--- src/rtl/bcd_freq_entry.sv ---
// bcd_freq_entry: turns a 4-digit BCD frequency setting into the binary
// phase-increment word for the DDS accumulator. The conversion is sequential:
// each cycle applies one Horner step, acc = acc*10 + digit. A load/busy/done
// handshake controls it, and the block checks each digit and the final range.
module bcd_freq_entry #(
    parameter int unsigned CTL_W     = 12,
    parameter int unsigned CTL_MAX   = 4095,
    parameter int unsigned RESET_CTL = 100
) (
    input  logic             clk,
    input  logic             rst_n,
    input  logic             load,
    input  logic [3:0]       thou,
    input  logic [3:0]       hund,
    input  logic [3:0]       ten,
    input  logic [3:0]       one,
    output logic [CTL_W-1:0] freq_ctl,
    output logic             busy,
    output logic             done,
    output logic [1:0]       err
);

    localparam logic [1:0] IDLE   = 2'd0;
    localparam logic [1:0] CHECK  = 2'd1;
    localparam logic [1:0] MAC    = 2'd2;
    localparam logic [1:0] COMMIT = 2'd3;

    localparam logic [1:0] ERR_OK    = 2'b00;
    localparam logic [1:0] ERR_DIGIT = 2'b01;
    localparam logic [1:0] ERR_OVF   = 2'b10;

    logic [1:0]       state_q, state_d;
    // Latched digits: [3] thousands, [2] hundreds, [1] tens, [0] ones.
    logic [3:0][3:0]  dig_q, dig_d;
    logic [1:0]       idx_q, idx_d;
    // 14 bits holds 9999, so the multiply-accumulate never wraps.
    logic [13:0]      acc_q, acc_d;
    logic             invalid_q, invalid_d;
    logic [CTL_W-1:0] freq_q, freq_d;
    logic             busy_q, busy_d;
    logic             done_q, done_d;
    logic [1:0]       err_q, err_d;
    logic             digit_bad;

    // Flag any latched digit outside 0..9.
    always_comb begin
        digit_bad = 1'b0;
        for (int i = 0; i < 4; i++) begin
            if (dig_q[i] > 4'd9) begin
                digit_bad = 1'b1;
            end
        end
    end

    // Next-state logic for the IDLE -> CHECK -> MAC x4 -> COMMIT sequence.
    always_comb begin
        state_d   = state_q;
        dig_d     = dig_q;
        idx_d     = idx_q;
        acc_d     = acc_q;
        invalid_d = invalid_q;
        freq_d    = freq_q;
        busy_d    = busy_q;
        done_d    = 1'b0;
        err_d     = err_q;
        case (state_q)
            IDLE: begin
                if (load) begin
                    dig_d     = {thou, hund, ten, one};
                    acc_d     = '0;
                    invalid_d = 1'b0;
                    busy_d    = 1'b1;
                    state_d   = CHECK;
                end
            end
            CHECK: begin
                if (digit_bad) begin
                    invalid_d = 1'b1;
                    state_d   = COMMIT;
                end else begin
                    idx_d   = 2'd3;
                    state_d = MAC;
                end
            end
            MAC: begin
                acc_d = (acc_q << 3) + (acc_q << 1) + {10'd0, dig_q[idx_q]};
                if (idx_q == 2'd0) begin
                    state_d = COMMIT;
                end else begin
                    idx_d = idx_q - 2'd1;
                end
            end
            COMMIT: begin
                if (invalid_q) begin
                    err_d = ERR_DIGIT;
                end else if (32'(acc_q) > CTL_MAX) begin
                    freq_d = CTL_W'(CTL_MAX);
                    err_d  = ERR_OVF;
                end else begin
                    freq_d = CTL_W'(acc_q);
                    err_d  = ERR_OK;
                end
                done_d  = 1'b1;
                busy_d  = 1'b0;
                state_d = IDLE;
            end
            default: begin
                state_d = IDLE;
            end
        endcase
    end

    // State registers. Async reset discards any conversion in flight.
    always_ff @(posedge clk or negedge rst_n) begin
        if (!rst_n) begin
            state_q   <= IDLE;
            dig_q     <= '0;
            idx_q     <= '0;
            acc_q     <= '0;
            invalid_q <= 1'b0;
            freq_q    <= CTL_W'(RESET_CTL);
            busy_q    <= 1'b0;
            done_q    <= 1'b0;
            err_q     <= ERR_OK;
        end else begin
            state_q   <= state_d;
            dig_q     <= dig_d;
            idx_q     <= idx_d;
            acc_q     <= acc_d;
            invalid_q <= invalid_d;
            freq_q    <= freq_d;
            busy_q    <= busy_d;
            done_q    <= done_d;
            err_q     <= err_d;
        end
    end

    assign freq_ctl = freq_q;
    assign busy     = busy_q;
    assign done     = done_q;
    assign err      = err_q;

endmodule

--- config.mk ---
export PLATFORM = sky130hd
export DESIGN_NAME = bcd_freq_entry
export DESIGN_NICKNAME = d
export VERILOG_FILES = /design/src/rtl/bcd_freq_entry.sv
export SDC_FILE = /design/constraint.sdc
export NUM_CORES = 1
export LEC_CHECK = 0
export ABC_AREA = 1
export CAP_MARGIN = 20
export CORE_MARGIN = 3
export CORE_UTILIZATION = 45
export CTS_CLUSTER_SIZE = 12
export DETAILED_ROUTE_END_ITERATION = 7
export PLACE_DENSITY = 0.66
export SLEW_MARGIN = 20
export SYNTH_ARGS = -nofsm -noshare
export SYNTH_HDL_FRONTEND = slang
export SYNTH_SLANG_ARGS = --single-unit
--- constraint.sdc ---
create_clock -name clk -period 5 [get_ports clk]
set_input_delay 0.5 -clock clk [delete_from_list [all_inputs] [get_ports clk]]
set_output_delay 0.5 -clock clk [all_outputs]
set_load 0.03 [all_outputs]
==> summary.md <==
| Metric | Value |
|---|---|
| Status | finished clean |
| Sw Ratio | 47.9% |
| Drt drc | 0 |
| Seq/Total Area, Yosys | 42.4% |
| Final setup vio count | 0 |
| Worst Path Arrival | 2.94 ns |
| Global-route wire length before repair | 11300 um |
| Place WS | 2.35 ns |
| Clock tree buffer depth | 2 |
| TNS Setup | 0 ns |
| Final ANT Viol Nets | 0 |
| Clock Latency Late Sink | roughly 0.32 ns |
| Post-synth top area share | 39.8% |
| Maxcap violations | 0 |
| # diodes | 0 |
| Die area | 7720 um2 |
| Max-Slew Margin vs Limit | 56.4% |
| Post-DP HPWL | between 4000 and 5000 um |
| TritonCTS clock tree | done |
| Share of post-route cells with drive strength above 1 | 6.41% |
| Clk pin slew, worst setup/hold paths | 0.09 ns |
| Area of the core | 6420 um2 |
| Finished Layout Cells | 498 |
| Post-CTS Resized | 0 |
| Mapped Cells | 384 |
| Endpoints failing hold | 0 |
| DRT iter0 DRCs | 111 |
| Lkg Pwr | between 1.5 and 2 nW |
| PnR Total Power | about 2.4 mW |
| Drt pass-1 iters | 4 |
| R2R setup slack | 2.31 ns |
| Final Worst Setup Slack | between 2 and 2.5 ns |
| Cell Area, Synth | 3020 um2 |
| Synth top area cells | dfrtp_1 (40%), nand2_1 (18%), ha_1 (11%), inv_1 (5.5%), o21ai_0 (4.0%) |
| Nets@finish | 468 |
| Part of the cycle the worst path needs | between 50% and 60% |
| Number of global-route vias before repair | approximately 2300 |
| Synth Register Bits | 51 |
| Worst Setup End Kind | register |
| CTS Buf Count | 5 |
| Hold crit path type | in -> async |
| Commonest non-fill, non-tap cell in the layout | nand2_1 |
| Row count | 29 |
| Routed len/inst | between 10 and 15 um |
| Most frequent cells in the layout | nand2_1 (143), dfrtp_1 (48), inv_1 (44) |
| Area grow syn2layout | 16.2% |
| Minimum clock period | ~2.7 ns |
| Worst endpoint required time | approximately 5.3 ns |
| Final Skew | 0.0135 ns |
| Clock network power share | between 10% and 20% |
| Max Clk Rate | 371 MHz |
| Port bufs | 34 |
| Max-slew violation count | 0 |
| CTS Hold Bufs | 0 |
| Setup CP Type | reg -> reg |
| Syn_area_per_cell | 7.86 um2 |
| DR vias | approximately 2600 |
| Die Y | 87.9 um |
| Total detailed-routing wirelength | 6520 um |
| Least-Margin Pin Slew | 0.654 ns |
| Worst IR Drop VDD | 365 uV |
| DIE WIDTH | a little under 90 um |
| R2r worst-path depth | 15 |
| # Post-CTS Setup Buffers | 0 |
| Initial Util | between 40% and 50% |
| CTS H-Tree Depth | 2 |
| Leading area contributor after synthesis | dfrtp_1 |
| Post-route core utilization | between 50 and 60% |
| GRT Overall Usage | 18.4% |
| RR Startpoint | idx_q[0] |
| Sequential share of power | 32.5% |
| CP Max Fanout | 13 |
| RR Endpoint | acc_q[10] |
| Syn. warnings | 0 |
| Antenna violations before repair | 0 |
| Unique cell type count in the Yosys netlist | 29 |
| RSZ-0062 raised after global routing | no |
| Total internal power | 1.23 mW |
| I/O pin cnt | 35 |
| Vias per std cell | 5.14 |
| Final-layout fill cell count | 607 |
| Placed Cells incl. Taps | 490 |
| Pin count of the biggest net entering global routing | 52 |
| Critical Path Source Type | register |
| Power density over cell area | 672 nW/um2 |
| Grt total ovfl | 0 |
| Syn_nets | roughly 430 |
| Sw power | between 1 and 1.5 mW |
| # clock sinks | 51 |
| Clk root buf | clkbuf_8 |
| Logic pwr share | roughly 57% |
| Global placer's final weighted congestion | 0.901 |
[sequential cells by signal, summed over array words and instances, names as in the netlist]
signal,flops
freq_ctl,12
err,2
idx_q,2
busy,1
dig_q,16
acc_q,14
done,1
invalid_q,1
state_q,2
[metal layers]
metal  GRT usage, %  vias up  share of wire (%)
met5              0        -                  0
met4           4.46        0                1.2
met3           3.95        9                4.4
met2           28.0       60                 44
met1           26.8     1176                 50
li1               -     1313                  -
[cells in the mapped netlist]
master and n:
o21ai_2 3, nand3_2 1, clkbuf_1 1, buf_2 3
buf_6 1, buf_4 2, o22ai_1 7, nand4_1 6
inv_1 44, a21oi_2 1, nor2_4 3, o2bb2ai_1 1
nand2_2 1, o21bai_1 1, o21ai_1 2, nand3b_1 1
fa_1 2, dfrtp_1 48, nor2_1 22, dfstp_2 3
nand2_1 143, ha_1 27, a21oi_1 7, inv_2 3
nand3_1 15, nor2_2 2, o211ai_1 9, xor2_1 1
o21ai_0 24
[stage by stage]
stage / hold WS (ns) / cell area, um2
after global routing: 0.342 / 3510
after detailed placement: 0.466 / 3420
final: 0.285 / 3510
after CTS: 0.314 / 3510
after floorplan: 0.204 / 3020
after global placement: 0.461 / 3420
[worst max path at each step]
stage | cells past startpoint | slack (ns) | end | start
2_1_floorplan | 14 | 2.56 | acc_q[10] | idx_q[0]
3_3_place_gp | 14 | 2.45 | acc_q[10] | idx_q[0]
3_5_place_dp | 14 | 2.35 | acc_q[10] | idx_q[0]
4_1_cts | 15 | 2.34 | acc_q[10] | idx_q[0]
5_1_grt | 15 | 2.07 | acc_q[10] | idx_q[0]
6_report | 15 | 2.31 | acc_q[10] | idx_q[0]
[power groups by stage]
| stage | sequential (mW) | clock, mW | combinational [mW] |
|---|---|---|---|
| 2_1_floorplan | 0.844 | 0 | 0.884 |
| 3_3_place_gp | 0.773 | 0 | 1.32 |
| 3_5_place_dp | 0.774 | 0 | 1.34 |
| 4_1_cts | 0.768 | 0.250 | 1.35 |
| 5_1_grt | 0.793 | 0.267 | 1.53 |
| 6_report | 0.766 | 0.242 | 1.35 |
[critical path, stage by stage, from the launching register on]
cell     delay (ns)
dfrtp_1        0.55
inv_1          0.18
o21ai_0        0.18
o22ai_1        0.09
ha_1           0.28
ha_1           0.24
fa_1           0.43
inv_1          0.09
nor2_2         0.04
nor2_2         0.14
inv_2          0.06
nand2_1        0.05
nand2_1        0.06
nand2_1        0.06
nand2_1        0.06
o21ai_2        0.11
[cell families after synthesis]
group / count (synthesis) / synth area share, %
adders and majority gates: 29 / 12.5
DFF: 51 / 42.4
and+or+nand+nor: 194 / 26.6
xor gates and xnor gates: 1 / 0.290
AOI/OAI and AO/OA: 55 / 10.9
buffers and inverters: 54 / 7.34
[layout make-up]
type	instances	area, um2	area share, %
clock buffers	6	72.6	2.07
clock inverters	2	13.8	0.393
inverters	47	176	5.03
multi-input cells	279	1520	43.3
flip-flops and latches	51	1280	36.5
well taps	77	96.3	2.75
repair buffers	36	350	9.99
(Power assumes the default switching activity.)
==> edit 1, RTL diff (same flow settings) <==
Add an input register stage for `load`, `thou`, `hund`, `ten` and `one`, cleared by the reset; this delays them by one clock. Comments in the files are not updated.
--- a/src/rtl/bcd_freq_entry.sv
+++ b/src/rtl/bcd_freq_entry.sv
@@ -30,2 +30,24 @@
     localparam logic [1:0] ERR_OVF   = 2'b10;
+
+    logic load_q;
+    logic [3:0] thou_q;
+    logic [3:0] hund_q;
+    logic [3:0] ten_q;
+    logic [3:0] one_q;
+
+    always_ff @(posedge clk or negedge rst_n) begin
+        if (!rst_n) begin
+            load_q <= '0;
+            thou_q <= '0;
+            hund_q <= '0;
+            ten_q  <= '0;
+            one_q  <= '0;
+        end else begin
+            load_q <= load;
+            thou_q <= thou;
+            hund_q <= hund;
+            ten_q  <= ten;
+            one_q  <= one;
+        end
+    end
 
@@ -67,4 +89,4 @@
             IDLE: begin
-                if (load) begin
-                    dig_d     = {thou, hund, ten, one};
+                if (load_q) begin
+                    dig_d     = {thou_q, hund_q, ten_q, one_q};
                     acc_d     = '0;
Formal check against the unedited RTL: not equivalent (a bounded check fails within 4 cycles, from zero or initial values and one cycle with rst_n low).
==> edit 1 against the original RTL <==
- area after synthesis is 14% higher
- core utilization grew 1.1 points
- routed wire length is 9.1% higher
- cell area increased by 17%
- sequential cell count up 17
- sequential share of layout area increased by 5.2 points
- clock skew down 0.0040 ns
- power grew 16%
- via count increased by 6.8%
- worst setup slack got worse by 0.062 ns
- synthesized cell count is 4.9% higher
- clock power up 95%
- cell count increased by 9.8%
- critical endpoint unchanged
==> edit 1: results (changes against the original RTL) <==
- Fraction of the yosys area taken by sequential cells: 49.5% (+7.1 points)
- The net count after synthesis was 451 (+4.4%).
- The post-synthesis instance total came to 403 (+4.9%).
- Routed length on met2: 3.38 mm (+17%)
* Met2 Usage GRT: 28.6% (+0.63 points)
* Cell Int Power: 1.52 mW (+24%)
* Number of filler instances in the final layout: 677 (+12%)
* CP max stage delay: 0.50 ns (-0.05 ns)
- The via count of the first global-routing pass came to 2610 (+12%).
* Leakage dissipation: 2.08 nW (+14%)
- Number of CTS-inserted buffers: 9 (+4)
- Dominant cells by area after synthesis: sky130_fd_sc_hd__dfrtp_1 (47%), sky130_fd_sc_hd__nand2_1 (16%), sky130_fd_sc_hd__ha_1 (9.8%)
- Power share of the sequential group: 33.5% (+1.0 points)
- Crit Path Max Fanout: 11 (-2)
* Commonest cells in the synthesized netlist: sky130_fd_sc_hd__nand2_1 (144), sky130_fd_sc_hd__dfrtp_1 (65), sky130_fd_sc_hd__inv_1 (43), sky130_fd_sc_hd__ha_1 (27), sky130_fd_sc_hd__o21ai_0 (24)
- Number of cells traversed by the worst register-to-register path: 14 (-1)
- The clock latency at the later pin of the worst-skew pair is 0.35 ns (+0.03 ns).
* Result of the run: complete, no violations
- Number of distinct library cell variants in the gate-level netlist after synthesis: 30 (+3.4%)
* Last weighted congestion value of the routability-driven placer: 0.884 (-1.9%)
* Fraction of layout cells with a size suffix above 1: 8.26% (+1.8 points)
- The setup skew after layout was 0.00950 ns (-0.00403 ns).
- The global-route track usage on met1 came to 23.5% (-3.4 points).
- The number of vias after detailed routing was 2731 (+6.8%).
- Total number of H-tree levels: 3 (+1)
- The worst-case vdd ir drop came to 0.000247 V (-32%).
* Post-Layout Cell Count: 547 (+9.8%)
* Total placed cells including tap cells: 531 (+8.4%)
- HPWL after DPL: 5.13 mm (+5.4%)
* Wire length of the first global-routing pass: 12.1 mm (+7.9%)
- The smallest hold slack was 0.326 ns (+0.0410 ns).
- Routed length on met3: 355 um (+22%)
- The clock-pin transition on the worst setup and hold timing paths is 0.07 ns (-0.02 ns).
* Maximum number of pins on one net before global-route repair: 69 (+33%)
- Number of DRC markers after the initial detailed-route iteration: 138 (+24%)
-- edit 1: final cells by class --
| class | instances | area, um2 | share of cell area, % |
|---|---|---|---|
| clock buffer | 11 | 151 | 3.71 |
| clock inverter | 5 | 60.1 | 1.47 |
| inverter | 47 | 176 | 4.32 |
| multi-input combinational | 281 | 1520 | 37.2 |
| sequential | 68 | 1710 | 41.7 |
| tap | 99 | 124 | 3.03 |
| timing repair buffer | 36 | 350 | 8.58 |
-- edit 1: through the flow --
step	area [um2]	setup WS, ns	total power [mW]	util [%]
after floorplan	3440	2.58	1.87	-
after global placement	3870	2.37	2.22	52.8
after detailed placement	3870	2.27	2.26	52.8
after CTS	4090	2.26	2.75	55.7
after global routing	4090	1.92	2.98	55.7
final	4090	2.24	2.73	55.7
-- edit 1: kinds of logic after synthesis --
| group | share of synthesized area [%] |
|---|---|
| XOR/XNOR | 0.254 |
| AO/OA/AOI/OAI | 9.44 |
| buffers and inverters | 6.43 |
| adder cells (fa/ha/maj) | 11.0 |
| AND/OR/NAND/NOR | 23.4 |
| flip-flops | 49.5 |
-- edit 1: worst register-to-register path, stage by stage, from the launching register on --
cell and delay, ns:
sky130_fd_sc_hd__dfrtp_1 0.50, sky130_fd_sc_hd__clkinv_1 0.27, sky130_fd_sc_hd__o21ai_0 0.21, sky130_fd_sc_hd__o22ai_1 0.09, sky130_fd_sc_hd__ha_1 0.28, sky130_fd_sc_hd__ha_1 0.24, sky130_fd_sc_hd__fa_1 0.44, sky130_fd_sc_hd__inv_1 0.09
sky130_fd_sc_hd__nor2_2 0.04, sky130_fd_sc_hd__nor2_2 0.12, sky130_fd_sc_hd__inv_2 0.06, sky130_fd_sc_hd__nand2_1 0.05, sky130_fd_sc_hd__nand2_1 0.06, sky130_fd_sc_hd__nor2_1 0.12, sky130_fd_sc_hd__o21ai_2 0.07
==> edit 2, RTL diff (same settings) <==
Made on the original files. Change the parameter `CTL_W` from 12 to 14.
--- a/src/rtl/bcd_freq_entry.sv
+++ b/src/rtl/bcd_freq_entry.sv
@@ -5,3 +5,3 @@
 module bcd_freq_entry #(
-    parameter int unsigned CTL_W     = 12,
+    parameter int unsigned CTL_W     = 14,
     parameter int unsigned CTL_MAX   = 4095,
Interface: changed (resized freq_ctl); port bits go from 35 to 37. No check against the original RTL was run, so the function may have changed too.
==> edit 2 against the original RTL <==
- first-iteration DRC count decreased by 26%
- worst setup slack worse by 0.061 ns
- core utilization grew 0.55 points
- synthesized cell count is 2.9% higher
- cell area increased by 2.1%
- area after synthesis up 1.9%
- combinational power is 16% higher
- power up 12%
- routed wire length shrank 0.11%
- clock skew is 0.0039 ns lower
- critical path depth unchanged
- sequential cell count up 2
- via count down 0.82%
- largest power group unchanged
==> edit 2: results (changes against the original RTL) <==
* Hold Crit Class: input pin to async pin
* Final routed wire length divided by cell count: 12.8 um (-2.3%)
* Fraction of layout cells with a size suffix above 1: 5.09% (-1.3 points)
- CTS Root Buffer Type: sky130_fd_sc_hd__clkbuf_8
- Number of filler instances in the final layout: 602 (-0.82%)
- Commonest cells in the synthesized netlist: sky130_fd_sc_hd__nand2_1 (136), sky130_fd_sc_hd__inv_1 (51), sky130_fd_sc_hd__dfrtp_1 (50), sky130_fd_sc_hd__nor2_1 (36), sky130_fd_sc_hd__ha_1 (27)
- Share of async-settable or async-resettable flops after synthesis: 100% (unchanged)
- The leakage component of the power is 1.87 nW (+2.4%).
- CP max stage delay: 0.56 ns
- Initial antenna violation count: 0 (unchanged)
* Largest Register: dig_q
* Cell with the largest stage delay on the worst path: sky130_fd_sc_hd__dfrtp_1
- HPWL after DPL: 4.87 mm (about the same)
- The arrival time at the worst endpoint was 3.01 ns (+0.07 ns).
- Yosys attributes the largest share of cell area to sky130_fd_sc_hd__dfrtp_1 (41%), sky130_fd_sc_hd__nand2_1 (17%), sky130_fd_sc_hd__ha_1 (11%).
* Crit Path Max Fanout: 13 (unchanged)
* Result of the run: complete, no violations
- The number of warnings issued by yosys came to 0 (unchanged).
- The layout net count came to 479 (+2.4%).
* GR Util met1: 25.0% (-1.8 points)
- The clock-pin transition on the worst setup and hold timing paths was 0.11 ns (+0.02 ns).
- Met2 Usage GRT: 29.6% (+1.5 points)
- Number of CTS-inserted buffers: 5 (unchanged)
- The DRC marker count from the first detailed-route iteration was 82 (-26%).
* Buffers from clock root to sink, at most: 2 (unchanged)
* Number of antenna cells inserted: 0 (unchanged)
- The weighted congestion reported at the end of routability-driven placement is 0.918 (+1.9%).
- The via density per instance came to 4.98 (-3.0%).
- Reg2reg start: idx_q[0]
- Tightest slew margin relative to the limit: 32.4% (-24 points)
- The number of distinct library cells after synthesis is 26 (-10%).
- Via count of the first global-routing pass: 2380 (+2.0%)
- The worst-case vdd ir drop was 0.000357 V (-2.2%).
- Post-CTS sizing: 0 (unchanged)
* Total nets after synthesis: 443 (+2.5%)
- The post-CTS setup repair buffer count is 0 (unchanged).
- First element of the critical path: idx_q[0]
- The share of synthesized area occupied by flip-flops and latches was 43.2% (+0.83 points).
- Max FFs per register: 16 (unchanged)
* Overall global routing resource usage: 18.2% (-0.21 points)
- The switching power is 1.28 mW (+14%).
- The first-pass GRT wire length is 11.3 mm (+0.12%).
- The maximum number of pins on one net before global-route repair is 54 (+3.8%).
- Clock latency on the worst-skew pair: 0.32 ns (about the same)
- Quantity of I/O buffers inserted on ports: 36 (+5.9%)
- The met3 track demand over resource was 3.63% (-0.32 points).
- Total number of H-tree levels: 2 (unchanged)
* Clock skew after layout: 0.00959 ns (-0.00394 ns)
## edit 2: cells by family (layout without fill, tap and decap cells)
family	count (synthesis)	in the layout	synth area share [%]
simple gates	196	196	25.4
compound gates	56	56	10.9
fa+ha+maj	29	29	12.3
xor+xnor	1	1	0.285
flops	53	53	43.2
buf+inv	60	97	7.89
## edit 2: power by group through the flow
stage / sequential (mW) / combinational [mW] / clock [mW]
after global placement: 0.805 / 1.54 / 0
after CTS: 0.799 / 1.58 / 0.269
after detailed placement: 0.807 / 1.57 / 0
after global routing: 0.826 / 1.82 / 0.288
after floorplan: 0.883 / 1.07 / 0
final: 0.799 / 1.57 / 0.259
## edit 2: final timing paths
| kind | endpoint | slack (ns) |
|---|---|---|
| max | acc_q[10] | 2.24 |
| min | freq_ctl[10] | 0.29 |
| max reg2reg | acc_q[10] | 2.24 |
| min reg2reg | acc_q[13] | 0.49 |
| max in group asynchronous | acc_q[0] | 4.26 |
| min in group clk | acc_q[13] | 0.49 |
## edit 2: final cells by class
class / instances / area share, %
repair buffers: 37 / 10.1
flip-flops and latches: 53 / 37.1
inverters: 52 / 5.45
well taps: 77 / 2.69
clock inverters: 3 / 0.699
clock buffers: 5 / 1.92
multi-input cells: 282 / 42.0
## edit 2: stage by stage
stage | instance area (um2) | hold slack, ns | setup WS [ns] | utilization (%) | instances
3_5_place_dp | 3490 | 0.467 | 2.28 | 53.7 | 501
4_1_cts | 3580 | 0.323 | 2.25 | 55.1 | 509
3_3_place_gp | 3490 | 0.463 | 2.42 | 53.7 | 501
6_report | 3580 | 0.294 | 2.24 | 55.1 | 509
2_1_floorplan | 3080 | 0.204 | 2.56 | - | 395
5_1_grt | 3580 | 0.353 | 2.00 | 55.1 | 509
## edit 2: routing by layer
metal	routed length, um	vias up	part of all wire [%]
met4	85	0	1.3
li1	-	1328	-
met5	0	-	0
met1	3230	1159	50
met3	226	6	3.5
met2	2970	44	46
## edit 2: worst max-delay path: cells and delay by family (launching register included)
family / cells / cell delay [ns]
adder cells (fa/ha/maj): 3 / 0.98
flip-flops: 1 / 0.56
AO/OA/AOI/OAI: 3 / 0.41
AND/OR/NAND/NOR: 6 / 0.39
buffers and inverters: 3 / 0.35
